<file path="config.mk">
export PLATFORM = sky130hd
export DESIGN_NAME = huffman_buffer_sched_flat
export DESIGN_NICKNAME = d
export VERILOG_FILES = /design/src/rtl/huffman_pkg.sv /design/src/rtl/huffman_buffer_sched_if.sv /design/src/rtl/huffman_rr_arb2.sv /design/src/rtl/huffman_buffer_sched.sv /design/src/flat_wrapper.sv
export SDC_FILE = /design/constraint.sdc
export NUM_CORES = 1
export LEC_CHECK = 0
export ABC_AREA = 1
export BUFFER_PORTS_ARGS = -buffer_cell sky130_fd_sc_hd__buf_2
export CELL_PAD_IN_SITES_DETAIL_PLACEMENT = 1
export CELL_PAD_IN_SITES_GLOBAL_PLACEMENT = 1
export CORE_MARGIN = 2
export CORE_UTILIZATION = 38
export CTS_BUF_LIST = sky130_fd_sc_hd__clkbuf_4 sky130_fd_sc_hd__clkbuf_8
export DETAILED_ROUTE_END_ITERATION = 10
export HOLD_SLACK_MARGIN = 0.03
export PLACE_DENSITY = 0.93
export SLEW_MARGIN = 20
export SYNTH_ARGS = -nofsm -noshare
export SYNTH_HDL_FRONTEND = slang
export SYNTH_SLANG_ARGS = --single-unit
</file>
<file path="constraint.sdc">
create_clock -name clk -period 9.6 [get_ports clk]
set_input_delay 1.92 -clock clk [delete_from_list [all_inputs] [get_ports clk]]
set_output_delay 1.92 -clock clk [all_outputs]
set_load 0.05 [all_outputs]
</file>
<file path="src/rtl/huffman_pkg.sv">
// Shared constants, FSM state type and length check for the Huffman byte scheduler.
package huffman_pkg;

  localparam int unsigned BLK_BYTES = 20;
  localparam int unsigned BYTE_W    = 8;
  localparam int unsigned LEN_W     = 5;
  localparam int unsigned BLK_W     = BLK_BYTES * BYTE_W;
  localparam int unsigned CNT_W     = 16;

  typedef enum logic {
    IDLE = 1'b0,
    SEND = 1'b1
  } state_t;

  // A block must carry at least one byte and no more than it can hold.
  function automatic logic is_legal_len(input logic [LEN_W-1:0] len);
    return (len != '0) && (32'(len) <= BLK_BYTES);
  endfunction

endpackage

</file>
<file path="src/rtl/huffman_buffer_sched_if.sv">
// Requester, output stream and status signals of the Huffman byte scheduler.
interface huffman_buffer_sched_if;
  import huffman_pkg::*;

  logic              req0_valid;
  logic [BLK_W-1:0]  req0_data;
  logic [LEN_W-1:0]  req0_len;
  logic              req0_ready;
  logic              req1_valid;
  logic [BLK_W-1:0]  req1_data;
  logic [LEN_W-1:0]  req1_len;
  logic              req1_ready;
  logic              out_valid;
  logic [BYTE_W-1:0] out_data;
  logic              out_last;
  logic              out_src;
  logic              out_ready;
  logic              len_err;
  logic [CNT_W-1:0]  blk_cnt;

  modport master (
    output req0_valid, req0_data, req0_len,
    output req1_valid, req1_data, req1_len,
    output out_ready,
    input  req0_ready, req1_ready,
    input  out_valid, out_data, out_last, out_src,
    input  len_err, blk_cnt
  );

  modport slave (
    input  req0_valid, req0_data, req0_len,
    input  req1_valid, req1_data, req1_len,
    input  out_ready,
    output req0_ready, req1_ready,
    output out_valid, out_data, out_last, out_src,
    output len_err, blk_cnt
  );

endinterface

</file>
<file path="src/rtl/huffman_rr_arb2.sv">
// Two-way round-robin arbiter: prio picks the winner only when both request.
module huffman_rr_arb2 (
  input  logic [1:0] req,
  input  logic       prio,
  input  logic       en,
  output logic [1:0] grant_c,
  output logic       prio_next_c
);

  always_comb begin
    grant_c     = 2'b00;
    prio_next_c = prio;
    if (en) begin
      if (req == 2'b11) begin
        grant_c = prio ? 2'b10 : 2'b01;
      end else begin
        grant_c = req;
      end
    end
    // The loser of this round gets priority next time.
    if (grant_c[0]) begin
      prio_next_c = 1'b1;
    end else if (grant_c[1]) begin
      prio_next_c = 1'b0;
    end
  end

endmodule

</file>
<file path="src/rtl/huffman_buffer_sched.sv">
// Round-robin capture of 20-byte blocks from two producers, streamed LSB-first
// to the Huffman encoder under valid/ready.
module huffman_buffer_sched
  import huffman_pkg::*;
(
  input  logic            clk,
  input  logic            reset,
  huffman_buffer_sched_if.slave bus
);

  state_t            state_q, state_d;
  logic              prio_q, prio_d;
  logic [BLK_W-1:0]  data_q, data_d;
  logic [LEN_W-1:0]  len_q, len_d;
  logic [LEN_W-1:0]  idx_q, idx_d;
  logic              out_valid_q, out_valid_d;
  logic [BYTE_W-1:0] out_data_q, out_data_d;
  logic              out_last_q, out_last_d;
  logic              out_src_q, out_src_d;
  logic              len_err_q, len_err_d;
  logic [CNT_W-1:0]  blk_cnt_q, blk_cnt_d;

  logic              arb_en_c;
  logic [1:0]        grant_c;
  logic              prio_next_c;
  logic [BLK_W-1:0]  sel_data_c;
  logic [LEN_W-1:0]  sel_len_c;
  logic [LEN_W-1:0]  idx_inc_c;

  function automatic logic [BYTE_W-1:0] byte_at(input logic [BLK_W-1:0] d,
                                                input logic [LEN_W-1:0] i);
    return BYTE_W'(d >> (BYTE_W * i));
  endfunction

  // Requesters are only served from IDLE and never while reset is held.
  assign arb_en_c = (state_q == IDLE) && !reset;

  huffman_rr_arb2 u_arb (
    .req         ({bus.req1_valid, bus.req0_valid}),
    .prio        (prio_q),
    .en          (arb_en_c),
    .grant_c     (grant_c),
    .prio_next_c (prio_next_c)
  );

  assign sel_data_c = grant_c[1] ? bus.req1_data : bus.req0_data;
  assign sel_len_c  = grant_c[1] ? bus.req1_len  : bus.req0_len;
  assign idx_inc_c  = idx_q + LEN_W'(1);

  assign bus.req0_ready = grant_c[0];
  assign bus.req1_ready = grant_c[1];
  assign bus.out_valid  = out_valid_q;
  assign bus.out_data   = out_data_q;
  assign bus.out_last   = out_last_q;
  assign bus.out_src    = out_src_q;
  assign bus.len_err    = len_err_q;
  assign bus.blk_cnt    = blk_cnt_q;

  always_ff @(posedge clk or posedge reset) begin
    if (reset) begin
      state_q     <= IDLE;
      prio_q      <= 1'b0;
      data_q      <= '0;
      len_q       <= '0;
      idx_q       <= '0;
      out_valid_q <= 1'b0;
      out_data_q  <= '0;
      out_last_q  <= 1'b0;
      out_src_q   <= 1'b0;
      len_err_q   <= 1'b0;
      blk_cnt_q   <= '0;
    end else begin
      state_q     <= state_d;
      prio_q      <= prio_d;
      data_q      <= data_d;
      len_q       <= len_d;
      idx_q       <= idx_d;
      out_valid_q <= out_valid_d;
      out_data_q  <= out_data_d;
      out_last_q  <= out_last_d;
      out_src_q   <= out_src_d;
      len_err_q   <= len_err_d;
      blk_cnt_q   <= blk_cnt_d;
    end
  end

  // Next-state and next-output logic; the presented byte is preloaded one step ahead.
  always_comb begin
    state_d     = state_q;
    prio_d      = prio_q;
    data_d      = data_q;
    len_d       = len_q;
    idx_d       = idx_q;
    out_valid_d = out_valid_q;
    out_data_d  = out_data_q;
    out_last_d  = out_last_q;
    out_src_d   = out_src_q;
    len_err_d   = 1'b0;
    blk_cnt_d   = blk_cnt_q;

    case (state_q)
      IDLE: begin
        if (|grant_c) begin
          prio_d = prio_next_c;
          if (is_legal_len(sel_len_c)) begin
            data_d      = sel_data_c;
            len_d       = sel_len_c;
            idx_d       = '0;
            out_src_d   = grant_c[1];
            out_valid_d = 1'b1;
            out_data_d  = byte_at(sel_data_c, '0);
            out_last_d  = (sel_len_c == LEN_W'(1));
            state_d     = SEND;
          end else begin
            len_err_d = 1'b1;
          end
        end
      end
      SEND: begin
        if (bus.out_ready) begin
          if (out_last_q) begin
            out_valid_d = 1'b0;
            out_last_d  = 1'b0;
            blk_cnt_d   = blk_cnt_q + CNT_W'(1);
            state_d     = IDLE;
          end else begin
            idx_d      = idx_inc_c;
            out_data_d = byte_at(data_q, idx_inc_c);
            out_last_d = (idx_inc_c == len_q - LEN_W'(1));
          end
        end
      end
      default: state_d = IDLE;
    endcase
  end

endmodule

</file>
<file path="src/flat_wrapper.sv">
// flat-port wrapper written by rule: the top's interface ports become plain ports
module huffman_buffer_sched_flat import huffman_pkg::*;
  (clk, reset, bus_req0_valid, bus_req0_data, bus_req0_len, bus_req1_valid, bus_req1_data, bus_req1_len, bus_out_ready, bus_req0_ready, bus_req1_ready, bus_out_valid, bus_out_data, bus_out_last, bus_out_src, bus_len_err, bus_blk_cnt);
  huffman_buffer_sched_if bus_i ();
  input  logic clk;
  input  logic reset;
  input wire logic [$bits(bus_i.req0_valid)-1:0] bus_req0_valid;
  input wire logic [$bits(bus_i.req0_data)-1:0] bus_req0_data;
  input wire logic [$bits(bus_i.req0_len)-1:0] bus_req0_len;
  input wire logic [$bits(bus_i.req1_valid)-1:0] bus_req1_valid;
  input wire logic [$bits(bus_i.req1_data)-1:0] bus_req1_data;
  input wire logic [$bits(bus_i.req1_len)-1:0] bus_req1_len;
  input wire logic [$bits(bus_i.out_ready)-1:0] bus_out_ready;
  output wire logic [$bits(bus_i.req0_ready)-1:0] bus_req0_ready;
  output wire logic [$bits(bus_i.req1_ready)-1:0] bus_req1_ready;
  output wire logic [$bits(bus_i.out_valid)-1:0] bus_out_valid;
  output wire logic [$bits(bus_i.out_data)-1:0] bus_out_data;
  output wire logic [$bits(bus_i.out_last)-1:0] bus_out_last;
  output wire logic [$bits(bus_i.out_src)-1:0] bus_out_src;
  output wire logic [$bits(bus_i.len_err)-1:0] bus_len_err;
  output wire logic [$bits(bus_i.blk_cnt)-1:0] bus_blk_cnt;
  assign bus_i.req0_valid = bus_req0_valid;
  assign bus_i.req0_data = bus_req0_data;
  assign bus_i.req0_len = bus_req0_len;
  assign bus_i.req1_valid = bus_req1_valid;
  assign bus_i.req1_data = bus_req1_data;
  assign bus_i.req1_len = bus_req1_len;
  assign bus_i.out_ready = bus_out_ready;
  assign bus_req0_ready = bus_i.req0_ready;
  assign bus_req1_ready = bus_i.req1_ready;
  assign bus_out_valid = bus_i.out_valid;
  assign bus_out_data = bus_i.out_data;
  assign bus_out_last = bus_i.out_last;
  assign bus_out_src = bus_i.out_src;
  assign bus_len_err = bus_i.len_err;
  assign bus_blk_cnt = bus_i.blk_cnt;
  huffman_buffer_sched u_core (.clk(clk), .reset(reset), .bus(bus_i));
endmodule
</file>
* After elaboration in Yosys (flattened, before gate mapping)
Index checks and enable logic that the tools add are counted.
Storage, ports and cells: register bits after elaboration 200, input port bits 335, output and inout port bits 30, logic and storage cells 72
Cells by class: add/subtract/negate cells 3, order comparisons 1, eq/ne operators 8, shift operators 1, multiplexer cells 35, bitwise operators 1, reductions and logical operators 12
Operators with widths (number):
- $mux 160 | 1
- $shr 160x8->8 | 1
- $mux 8 | 4
- $mux 5 | 5
- $mux 1 | 17
- $add 16x1->16 const B | 1
- $pmux 8 s2 | 1
- $reduce_and 3->1 | 4
- $ne 2x2->1 const B | 5
- $pmux 5 s2 | 1
- $reduce_and 4->1 | 2
- $mux 2 | 3
- $pmux 1 s2 | 3
- $add 5x1->5 const B | 1
- $eq 5x1->1 const B | 1
- $eq 5x5->1 | 1
- $le 5x5->1 const B | 1
- $reduce_bool 5->1 | 1
- $sub 5x1->5 const B | 1
- $eq 2x2->1 const B | 1
- $logic_and 1x1->1 | 2
- $reduce_bool 2->1 | 1
- $reduce_or 2->1 | 1
- $logic_not 1->1 | 1
- $not 1->1 | 1

* Longest topological paths before layout
depth after elaboration 9, gate-level depth with buffers 15, depth with buffers taken out 13

* Hierarchy
A second synthesis with hierarchy kept.
Second synthesis, totals: cells, all modules 1455, area total of the unflattened synthesis 11447.2 um^2
Modules (own cells, without submodules):
- huffman_buffer_sched | instances 1, cells each 1445, area an instance 11408.4 um^2, seq. area each 5004.8 um^2
- huffman_rr_arb2 | instances 1, cells each 10, area an instance 38.8 um^2, seq. area each 0.0 um^2

* Worst setup path after synthesis
No wires, ideal clock.
kind input to output, from in bus_req0_valid, to out bus_req1_ready, arrival 3.000 ns, data required time 7.680 ns, setup slack 4.680 ns, cell stages on the path 6, buffers on the path 3, cell sequence nand2_1 -> nand3_4 -> inv_2 -> buf_2 -> clkbuf_1 -> buf_2
On the way: cells in the longest elaborated chain, start to end 3
RTL lines:
- start: declaration | line flat_wrapper.sv:7 | input wire logic [$bits(bus_i.req0_valid)-1:0] bus_req0_valid;
- $eq 2x2->1 | line huffman_rr_arb2.sv:14 | if (req == 2'b11) begin
- $mux 2 | line huffman_rr_arb2.sv:14
- $mux 2 | line huffman_rr_arb2.sv:13 | if (en) begin
- end: declaration | line flat_wrapper.sv:15 | output wire logic [$bits(bus_i.req1_ready)-1:0] bus_req1_ready;
Every way passes these cells.

* Worst setup path after layout
from in reset, to out bus_req1_ready
On the way: cells in the longest elaborated chain, start to end 3
RTL lines:
- start: declaration | line flat_wrapper.sv:6 | input logic reset;
- $logic_not 1->1 | line huffman_buffer_sched.sv:36 | assign arb_en_c = (state_q == IDLE) && !reset;
- $logic_and 1x1->1 | line huffman_buffer_sched.sv:36
- $mux 2 | line huffman_rr_arb2.sv:13
Every way passes these cells.

==> results.py <==
metrics = {
    "sta": {
        "tns_ps": 0,
        "rsz0062_at_grt": "false",
        "period_needed_ps": 6535,
        "finClkSkew_ps": 17.96,
        "fmax_ghz": 0.1530,
        "setup_viol": 0,
        "slew_headroom_pct": 29.70,
        "drv_slew": 0,
        "hold_viol_final": 0,
        "worst_pin_slew_ps": 1047,
        "period_share_pct": 68.08,
        "whs_ps": 479.5,
    },
    "final_layout": {
        "fin_cells": 2462,
        "final_nets": 2385,
        "drive_above_1_share_pct": 25.87,
        "fill_cells": 4189,
        "antenna_cells": 0,
        "area_delta_synth_final_pct": 18.01,
        "stdcell_area_um2": 14480,
    },
    "logic_synthesis": {
        "synth.ff_latch_count": 200,
        "synth_cells": 1763,
        "synth_top_area_share_pct": 40.78,
        "syn_area_um2": 12270,
        "synthTopCellsByArea": "dfrtp_1 41%, nand2_1 29%, o21ai_2 7.9%",
        "yosysUniqueCellTypes": 31,
        "post-synth-top-area-cell": "dfrtp_1",
        "avgSynthCellArea_um2": 6.961,
        "syn-num-nets": 2101,
        "yosysSeqAreaShare_pct": 40.78,
        "ys_warn_count": 0,
    },
    "route": {
        "via_per_inst": 4.943,
        "vias": 12170,
        "ant_nets": 0,
        "firstDrtPassIters": 5,
        "drt-initial-drc-count": 644,
        "wl_mm": 40.01,
        "routedWlPerCell_um": 16.25,
        "drc_errors": 0,
    },
    "clocking": {
        "clk_pin_slew_ps": 120,
        "numCtsBuffers": 17,
        "clockBufferDepth": 2,
        "cts_tree": "done",
        "htreeDepth": 4,
        "cts_resized": 0,
        "postCtsSetupBuffers": 0,
        "cts.sinks": 200,
        "clock_latency_ps": 480,
        "cts_hold_buf": 0,
        "root_buffer": "clkbuf_8",
    },
    "job": {
        "cap_violations": 0,
    },
    "global_routing": {
        "overflow": 0,
        "grt_pass1_vias": 12810,
        "grt_pass1_wl_mm": 64.33,
        "grt_use_total_pct": 23.99,
        "grt_max_degree": 126,
        "antenna_found_initial": 0,
    },
    "critical_path": {
        "cp_top_family": "buffers and inverters",
        "arrival_ps": 4620,
        "crit_slowest_cell": "inv_6",
        "max_stage_delay_ps": 600,
        "cp_data_required_time_ps": 7680,
        "cpMostUsedCell": "buf_2",
        "worst-path-max-fanout": 61,
        "worstSetupStartpointType": "primary input",
        "path_buf_inv": 5,
        "path_class": "in2out",
        "end_kind": "output port",
        "cp_cell_sequence": "buf_2 -> nor2_8 -> nand3_4 -> inv_6 -> buf_4 -> buf_12 -> buf_2",
    },
    "pwr": {
        "seq_power_share_pct": 33.9,
        "netSwitchingFraction_pct": 47.88,
        "internal_power_mw": 2.171,
        "p_clk_share_pct": 13.4,
        "p_per_area_nw_per_um2": 287.6,
        "power.switching_mw": 1.994,
        "comb_power_share_pct": 52.7,
        "peakVddDrop_v": 0.0002214,
        "cellLeakagePower_nw": 8.106,
    },
    "die": {
        "die_h_um": 183.7,
        "io_pins": 365,
        "die_width_um": 183.7,
        "core_um2": 31720,
        "num_rows": 65,
        "dieArea_um2": 33750,
        "start_util_pct": 38.69,
    },
    "run_status": {
        "outcome": "complete, no violations",
    },
    "placement": {
        "dp_hpwl_mm": 29.55,
        "dpl_cell_area_um2": 14060,
        "portBuffers": 364,
        "gp_congestion": 0.8585,
        "post-place-cells": 2429,
    },
    "min_path": {
        "min_path_type": "reg2reg",
    },
}
metal layers:
layer,part of all wire [%],wire length [um],global-route usage [%],vias to the layer above
li1,-,-,-,6031
met1,44,17520,30.31,5770
met2,50,20090,42.93,313
met3,3.7,1465,2.773,55
met4,2.3,939,7.232,0
met5,0,0,0,-
final timing paths:
check,from,endpoint,slack (ps),depth (start not counted)
min reg2reg,u_core.bus.blk_cnt[15],u_core.bus.blk_cnt[15],480,1
max in group asynchronous,reset,u_core.data_q[118],6330,3
min in group asynchronous,reset,u_core.bus.out_src,1660,2
max reg2reg,u_core.state_q,u_core.data_q[68],5570,12
max,reset,bus_req1_ready,3060,7
min,u_core.bus.blk_cnt[15],u_core.bus.blk_cnt[15],480,1
sequential cells by signal (all words and copies together) (netlist names):
register	cells
u_core.bus.out_last	1
u_core.data_q	160
u_core.bus.len_err	1
u_core.len_q	5
u_core.prio_q	1
u_core.bus.out_valid	1
u_core.idx_q	5
u_core.bus.out_data	8
u_core.bus.out_src	1
u_core.state_q	1
u_core.bus.blk_cnt	16
cell families after synthesis:
logic type,Yosys count,share of synthesized area (%)
multiplexers,1,0.09176
AND/OR/NAND/NOR,1099,35.44
flip-flops,200,40.78
adder cells (fa/ha/maj),3,0.3059
XOR/XNOR,26,1.917
AO/OA/AOI/OAI,180,11.77
buffers and inverters,254,9.696
synthesized netlist by cell type, drive strengths merged:
master and count:
nand3b 1, nor2 13, a21oi 10, mux2 1, nor3 3, nor4 1
o21ai 120, clkinv 1, o21bai 1, o211ai 48, a211oi 1, dfrtp 200
clkbuf 60, xnor2 12, nand4 7, nand2 954, inv 144, ha 3
buf 49, nand3 120, xor2 14
cell usage in the layout (no fill, tap or decap), types with 2 or more instances in the layout:
cell type and n:
nand2_1 952, buf_2 364, dfrtp_1 199, inv_1 138, nand3_1 118, o21ai_2 110, o211ai_1 48, clkbuf_8 18
xor2_1 13, nor2_1 12, xnor2_1 11, a21oi_1 10, o21ai_0 8, buf_4 8, nand4_1 7, inv_8 6
clkinv_4 4, inv_2 3, nor3_1 3, nand3_4 2, inv_6 2, nand2_2 2, o21ai_1 2, ha_1 2
clkinvlp_4 2, clkbuf_4 2, buf_12 2
worst reg2reg max path: cells and delay by family (launching register included):
family          cells  cell delay [ps]
buf+inv             3             1860
flops               1              550
simple gates        8             1450
compound gates      1               90
per-stage QoR:
| stage | power [mW] | utilization, % | setup slack, ps |
|---|---|---|---|
| 4_1_cts | 4.195 | 45.57 | 2868 |
| 3_3_place_gp | 3.513 | 44.32 | 3012 |
| 6_report | 4.165 | 45.66 | 3065 |
| 2_1_floorplan | 2.987 | - | 2226 |
| 3_5_place_dp | 3.625 | 44.32 | 2870 |
| 5_1_grt | 4.517 | 45.66 | 2813 |
final cells by class:
| class | count | area [um2] | area share [%] |
|---|---|---|---|
| tap | 402 | 503.0 | 3.473 |
| multi-input combinational | 1309 | 6087 | 42.03 |
| inverter | 145 | 564.3 | 3.897 |
| timing repair buffer | 374 | 1922 | 13.27 |
| clock inverter | 12 | 133.9 | 0.9245 |
| clock buffer | 20 | 262.8 | 1.814 |
| sequential | 200 | 5009 | 34.59 |
power groups by stage:
stage	Clock (mW)	Combinational, mW	Sequential (mW)
finish	0.559	2.19	1.41
global route	0.606	2.46	1.45
CTS	0.574	2.21	1.41
detailed placement	0	2.20	1.43
global placement	0	2.11	1.40
floorplan	0	1.56	1.42
(Power assumes the default switching activity.)
